===== src/rtl/line_buf_window_ctrl.sv =====
// rtl/line_buf_window_ctrl.sv - 3x3 window sequencing controller for a 2-line 8-bit shift RAM
module line_buf_window_ctrl #(
  parameter int IMG_W_MAX = 1024,
  parameter int IMG_H_MAX = 1024,
  parameter int DW        = 8,
  localparam int CW       = $clog2(IMG_W_MAX),
  localparam int RW       = $clog2(IMG_H_MAX)
) (
  input  logic          clk,
  input  logic          rst_n,
  input  logic          pre_frame_vsync,
  input  logic          pre_frame_href,
  input  logic          pre_frame_clken,
  input  logic [DW-1:0] pre_img_y,
  output logic          lb_clken,
  output logic          lb_href,
  output logic [DW-1:0] lb_shiftin,
  input  logic [DW-1:0] lb_taps0x,
  input  logic [DW-1:0] lb_taps1x,
  output logic [DW-1:0] matrix_p11, matrix_p12, matrix_p13,
  output logic [DW-1:0] matrix_p21, matrix_p22, matrix_p23,
  output logic [DW-1:0] matrix_p31, matrix_p32, matrix_p33,
  output logic          post_frame_vsync,
  output logic          post_frame_href,
  output logic          post_frame_clken,
  output logic          post_border,
  output logic [RW-1:0] row_cnt,
  output logic [CW-1:0] col_cnt,
  output logic          err_line_ovf
);

  localparam logic [CW-1:0] COL_LAST = CW'(IMG_W_MAX - 1);
  localparam logic [RW-1:0] ROW_LAST = RW'(IMG_H_MAX - 1);

  typedef enum logic [1:0] {IDLE, FRAME, LINE} state_t;
  state_t state, state_nxt;

  // vs_q/hr_q serve both as edge detectors and as the first sync delay stage
  logic          vs_q, hr_q;
  logic          vs_rise, hr_rise, hr_fall;
  logic          pix_en, line_full, line_full_cur;
  logic [CW-1:0] col_cur;
  logic [RW-1:0] row_cur;

  logic          ck_d0;
  logic [DW-1:0] y_d0;
  logic [RW-1:0] row_d0;
  logic [CW-1:0] col_d0;
  logic          win_ok;

  assign vs_rise    = pre_frame_vsync & ~vs_q;
  assign hr_rise    = pre_frame_href & ~hr_q;
  assign hr_fall    = ~pre_frame_href & hr_q;
  assign lb_shiftin = pre_img_y;

  // State register
  always_ff @(posedge clk or negedge rst_n) begin
    if (!rst_n) state <= IDLE;
    else        state <= state_nxt;
  end

  // Next state, pixel acceptance and line buffer strobes
  always_comb begin
    state_nxt = state;
    if (!pre_frame_vsync) begin
      state_nxt = IDLE;
    end else begin
      case (state)
        IDLE:    if (vs_rise) state_nxt = hr_rise ? LINE : FRAME;
        FRAME:   if (hr_rise) state_nxt = LINE;
        LINE:    if (!pre_frame_href) state_nxt = FRAME;
        default: state_nxt = IDLE;
      endcase
    end
    // A pixel counts on the cycle the line opens and on the href-fall cycle
    pix_en        = pre_frame_clken & pre_frame_vsync & ((state == LINE) | (state_nxt == LINE));
    line_full_cur = hr_rise ? 1'b0 : line_full;
    col_cur       = hr_rise ? '0 : col_cnt;
    row_cur       = vs_rise ? '0 : row_cnt;
    lb_clken      = pix_en & ~line_full_cur;
    lb_href       = pre_frame_href & (state != IDLE);
  end

  // Sync edge detectors, also the first stage of the sync delay
  always_ff @(posedge clk or negedge rst_n) begin
    if (!rst_n) begin
      vs_q <= 1'b0;
      hr_q <= 1'b0;
    end else begin
      vs_q <= pre_frame_vsync;
      hr_q <= pre_frame_href;
    end
  end

  // Row/column position, line-full tracking and sticky overflow flag
  always_ff @(posedge clk or negedge rst_n) begin
    if (!rst_n) begin
      row_cnt      <= '0;
      col_cnt      <= '0;
      line_full    <= 1'b0;
      err_line_ovf <= 1'b0;
    end else begin
      if (vs_rise) begin
        row_cnt      <= '0;
        err_line_ovf <= 1'b0;
      end
      if (hr_rise) begin
        col_cnt   <= '0;
        line_full <= 1'b0;
      end
      if (lb_clken) begin
        if (col_cur == COL_LAST) begin
          col_cnt      <= COL_LAST;
          line_full    <= 1'b1;
          err_line_ovf <= 1'b1;
        end else begin
          col_cnt <= col_cur + CW'(1);
        end
      end
      // Pixel on the same cycle is counted against the old row above
      if ((state == LINE) && hr_fall && pre_frame_vsync && (row_cnt != ROW_LAST))
        row_cnt <= row_cnt + RW'(1);
    end
  end

  // Stage 1: align live pixel and its position with the line buffer taps
  always_ff @(posedge clk or negedge rst_n) begin
    if (!rst_n) begin
      ck_d0  <= 1'b0;
      y_d0   <= '0;
      row_d0 <= '0;
      col_d0 <= '0;
    end else begin
      ck_d0  <= lb_clken;
      y_d0   <= pre_img_y;
      row_d0 <= row_cur;
      col_d0 <= col_cur;
    end
  end

  assign win_ok = ck_d0 & (row_d0 >= RW'(2)) & (col_d0 >= CW'(2));

  // Stage 2: shift a new column into the window and qualify it
  always_ff @(posedge clk or negedge rst_n) begin
    if (!rst_n) begin
      post_frame_vsync <= 1'b0;
      post_frame_href  <= 1'b0;
      post_frame_clken <= 1'b0;
      post_border      <= 1'b0;
      matrix_p11 <= '0; matrix_p12 <= '0; matrix_p13 <= '0;
      matrix_p21 <= '0; matrix_p22 <= '0; matrix_p23 <= '0;
      matrix_p31 <= '0; matrix_p32 <= '0; matrix_p33 <= '0;
    end else begin
      post_frame_vsync <= vs_q;
      post_frame_href  <= hr_q;
      post_frame_clken <= win_ok;
      // Centre is one row and one column behind the newest pixel
      post_border      <= win_ok & ((row_d0 == RW'(2)) | (col_d0 == CW'(2)));
      if (ck_d0) begin
        matrix_p11 <= matrix_p12; matrix_p12 <= matrix_p13; matrix_p13 <= lb_taps1x;
        matrix_p21 <= matrix_p22; matrix_p22 <= matrix_p23; matrix_p23 <= lb_taps0x;
        matrix_p31 <= matrix_p32; matrix_p32 <= matrix_p33; matrix_p33 <= y_d0;
      end
    end
  end

endmodule


===== config.mk =====
export PLATFORM = sky130hd
export DESIGN_NAME = line_buf_window_ctrl
export DESIGN_NICKNAME = d
export VERILOG_FILES = /design/src/rtl/line_buf_window_ctrl.sv
export SDC_FILE = /design/constraint.sdc
export NUM_CORES = 1
export LEC_CHECK = 0
export CAP_MARGIN = 5
export CORE_ASPECT_RATIO = 2
export CORE_MARGIN = 1
export CORE_UTILIZATION = 50
export CTS_CLUSTER_DIAMETER = 80
export DETAILED_ROUTE_END_ITERATION = 6
export PLACE_DENSITY = 0.9
export SLEW_MARGIN = 20
export SYNTH_ARGS = -nofsm -noshare
export SYNTH_HDL_FRONTEND = slang
export SYNTH_SLANG_ARGS = --single-unit

===== constraint.sdc =====
create_clock -name clk -period 6.15 [get_ports clk]
set_input_delay 1.23 -clock clk [delete_from_list [all_inputs] [get_ports clk]]
set_output_delay 1.23 -clock clk [all_outputs]
set_load 0.005 [all_outputs]

== Yosys cells after proc, flatten, opt, wreduce, memory -nomap -nowiden ==
Index checks and enable logic that the tools add are counted.
Cells by class
  mux-type cells: 17
  reduce and logical (&&, ||, !) cells: 5
  $lt $le $gt $ge: 2
  bitwise operators: 16
  equality and inequality tests: 7
  $add $sub $neg: 2
Operators by type and width (count)
  two-way mux 10 bit: 5
  adder 10 x 1 -> 10 bit, second input constant: 2
  == test 10 x 2 -> 1 bit, second input constant: 2
  greater-or-equal comparator 10 x 2 -> 1 bit, second input constant: 2
  AND 1 bit: 10
  == test 10 bit, second input constant: 1
  two-way mux 2 bit: 5
  inequality test 10 bit, second input constant: 1
  two-way mux 1 bit: 6
  case mux 2 bit (3 select lines): 1
  == test 2 bit, second input constant: 2
  inverter 1 bit: 4
  logical AND 1 bit: 3
  == test 2 x 1 -> 1 bit, second input constant: 1
  logical NOT 2 bit: 1
  OR 1 bit: 2
  nonzero test 2 bit: 1
Word-level totals
  output and inout port bits: 107
  logic and storage cells: 73
  register bits after elaboration: 131
  input port bits: 29

== Depth between registers and ports, before layout ==
  depth in word-level cells: 11
  mapped depth: 8
  mapped depth without buffers: 7

== Worst setup path before layout ==
OpenSTA, ideal clock, no wires.
  path kind: input to output
  start point: input pre_frame_href
  end point: output lb_clken
  stages on the path: 5
  data arrival time: 2083 ps
  path slack: 2837 ps
  buffers on the path: 1
  data required time: 4920 ps
  path through: nor2b_1 > a31oi_1 > nand3b_1 > inv_1 > buf_2
On the way
  longest elaborated chain between the ends: 9
  elaborated cells on any way between the ends: 13
  those cells by class: eq/ne (1); mux (7); bitwise (5)
Ends and longest elaborated chain
  start: declaration: RTL line 12  | input logic pre_frame_href,
  AND 1 bit: RTL line 52  | assign hr_rise = pre_frame_href & ~hr_q;
  two-way mux 2 bit (2 in series): RTL line 69  | IDLE: if (vs_rise) state_nxt = hr_rise ? LINE : FRAME;
  case mux 2 bit (3 select lines): RTL line 68  | case (state)
  two-way mux 2 bit: RTL line 65  | if (!pre_frame_vsync) begin
  == test 2 bit: RTL line 76  | pix_en = pre_frame_clken & pre_frame_vsync & ((state == LINE) | (state_nxt == LINE));
  OR 1 bit: RTL line 76
  AND 1 bit: RTL line 76
  AND 1 bit *: RTL line 80  | lb_clken = pix_en & ~line_full_cur;
  end: declaration: RTL line 15  | output logic lb_clken,
Mark *: on every way between the ends. The rest lies on a longest branch, timed or not.

== Final worst setup path ==
Ends and elaborated chain as after synthesis.

==> impl_metrics.tcl <==
set metrics [dict create \
    synth_top_area_share_pct 64.4 \
    max-slew-margin-rel_pct 34.4 \
    drt_iter0_drc 149 \
    final_antenna_net_count 0 \
    cts-buffers-inserted 17 \
    grt_pass1_vias 3430 \
    crit_path_end_kind "output pin" \
    final_util_pct 72.5 \
    clk_pin_slew_ps 50 \
    slew_viol_final 0 \
    r2r_cells 7 \
    skew_ps 8.95 \
    worstPathMaxFanout 12 \
    ctsHoldBuffers 0 \
    synth_cell_types 38 \
    io_pins 136 \
    worstHoldStart "vs_q$_DFF_PN0_" \
    yosysWarnings 0 \
    status "completed" \
    power_density_mw_per_mm2 394 \
    hold_ws_ps 445 \
    die_x_um 73.3 \
    leakagePower_nw 3.22 \
    fin_crit_ps 4810 \
    hold_viol 0 \
    synth_area_per_cell_um2 13.4 \
    hold_path_end "post_frame_vsync$_DFF_PN0_" \
    port_buffers 135 \
    crit_required_ps 4920 \
    grt_usage_pct 22.2 \
    critPathKind "input port to output pin" \
    routed_wl_um 11200 \
    worst_slew_pin_slew_ps 984 \
    rsz0062_at_grt "false" \
    start_util_pct 51.8 \
    crit_path_start_kind "input port" \
    core_area_mm2 0.00983 \
    vias 3541 \
    worstReg2RegEnd "col_cnt[7]$_DFF_PN0_" \
    use_met2_pct 39.5 \
    htreeDepth 4 \
    grt_overflow_total 0 \
    grt.busiest_layer "met2" \
    syn_nets 412 \
    dieArea_mm2 0.0106 \
    antenna_cells 0 \
    syn_inst 381 \
    hp-class "flop to flop" \
    n_fill_cell 656 \
    grt_pass1_wl_um 17400 \
    ys_top_cells_by_area "dfrtp_1 (64%), mux2_2 (16%), and2_1 (2.7%)" \
    dr.pass1.iters 5 \
    crit_arrival_ps 3580 \
    r2r-start "hr_q$_DFF_PN0_" \
    fmax_ghz 0.208 \
    grt_util_met1_pct 23.3 \
    yosysTopAreaCell "dfrtp_1" \
    grt_max_degree 82 \
    holdPathStages 0 \
    ir_drop_uv 226 \
    insertion_delay_ps 410 \
    maxCapViolCount 0 \
    use_met3_pct 6.44 \
    post-cts-setup-buffers 0 \
    clockBufferDepth 2 \
    syn_to_final_growth_pct 40.1 \
    setup_viol 0 \
    drive_gt1_share_pct 20.5 \
    place_congestion 0.783 \
    synth_seq_cells 131 \
    cts_tree "built" \
    ff2ff_setup_slack_ps 3430 \
    dp_hpwl_um 7720 \
    antenna_found_initial 0 \
    wire_per_inst_um 17.0 \
    fin_setup_tns_ps 0 \
    rows 51 \
    clockRootBuffer "clkbuf_16" \
    cts.repair.resized 0 \
    syn_area_mm2 0.00509 \
    nets 546 \
    die-height_um 145 \
    fin_crit_sh_pct 78.3 \
    post_drt_via_cell_ratio 5.37 \
    numClockSinks 131 \
    drc 0 \
    ys_seq_area_share_pct 64.4 \
]
logic make-up (layout without fill, tap and decap cells):
family	Yosys count	count (layout)	synth area share, %
adders and majority gates	2	2	0.492
muxes	74	74	16.3
buffers and inverters	30	176	2.85
xor gates and xnor gates	3	3	0.516
AOI/OAI and AO/OA	38	38	4.52
and+or+nand+nor	103	103	10.9
DFF	131	131	64.4
power breakdown:
part | internal [mW] | switching [mW]
combinational | 0.419 | 0.181
sequential | 1.04 | 0.124
clock | 0.705 | 0.344
worst max path at each step:
stage / from / end / slack (ps)
after floorplan: pre_frame_href / lb_clken / 2840
after global placement: pre_frame_href / lb_clken / 1460
after detailed placement: pre_frame_href / lb_clken / 1380
after CTS: pre_frame_href / lb_clken / 1370
after global routing: pre_frame_href / lb_clken / 1210
final: pre_frame_href / lb_clken / 1340
final cells by class:
type | count | area, um2 | share of cell area, %
clock buffer | 21 | 470 | 6.60
sequential | 131 | 3280 | 46.0
timing repair buffer | 137 | 1360 | 19.1
clock inverter | 10 | 155 | 2.18
multi-input combinational | 220 | 1670 | 23.4
tap | 132 | 165 | 2.32
inverter | 8 | 30.0 | 0.421
placed cells by master, fill, tap and decap left out, types with 2 or more instances in the layout:
cell type          n
clkdlybuf4s50_1  134
dfrtp_1          130
mux2_2            72
nand2_1           25
and2_1            22
clkbuf_16         17
nand3_1           14
nor2_1             8
o21ai_1            8
a21oi_1            8
inv_1              7
nor3_1             7
o21ai_0            6
a31oi_1            5
and4_1             4
nor4_1             4
clkinv_2           4
bufinv_16          4
nand2b_1           3
o21a_1             3
and3_1             3
nand3b_1           3
nor2b_1            3
clkbuf_8           3
buf_4              3
o31ai_1            2
nand4_1            2
or3_1              2
xnor2_1            2
mux2i_1            2
nor3b_1            2
ha_1               2
clkinvlp_4         2
critical path, cell delays in order:
cell and delay, ps:
clkdlybuf4s50_1 570, nor2b_1 360, a31oi_1 140, nand3b_1 330
inv_1 370, clkdlybuf4s50_1 570
through the flow:
step / power [mW] / setup WS (ps) / instance area, um2 / cells
after CTS: 2.83 / 1370 / 7130 / 659
after global routing: 2.92 / 1210 / 7130 / 659
after global placement: 1.73 / 1460 / 6500 / 628
after floorplan: 1.33 / 2840 / 5090 / 381
after detailed placement: 1.77 / 1380 / 6500 / 628
final: 2.81 / 1340 / 7130 / 659
synthesized netlist by cell type:
library cell	instances
o22ai_1	1
o21ai_1	8
o21ai_0	6
nor3b_1	2
nand3_1	14
nor2_1	8
o21a_1	3
and2_1	22
buf_4	8
inv_2	1
nor4_1	4
nor3_1	7
nand2_1	25
o22a_1	1
or3_1	2
nor2b_1	3
a31oi_1	5
nand2b_1	3
or4_1	1
xor2_1	1
xnor2_1	2
mux2_2	72
a2111oi_0	1
clkbuf_1	12
buf_2	2
inv_1	7
a211oi_1	1
and4_1	4
mux2i_1	2
nand3b_1	3
dfrtp_1	131
ha_1	2
a21oi_1	8
a31o_1	1
and3_1	3
o221a_2	1
nand4_1	2
o31ai_1	2
layer usage:
| layer | share of wire (%) | wire, um |
|---|---|---|
| met5 | 0 | 0 |
| met4 | 2.9 | 320 |
| met3 | 6.0 | 671 |
| met1 | 36 | 4030 |
| met2 | 55 | 6180 |
state kept, by name (all words and copies together) (netlist names), 2 cells and up:
name / cells
matrix_p31: 8
matrix_p12: 8
row_d0: 10
col_d0: 10
matrix_p13: 8
matrix_p21: 8
matrix_p32: 8
col_cnt: 10
matrix_p11: 8
matrix_p22: 8
y_d0: 8
matrix_p33: 8
matrix_p23: 8
row_cnt: 10
state: 2
Note: power is estimated with default switching activity, not from simulation.
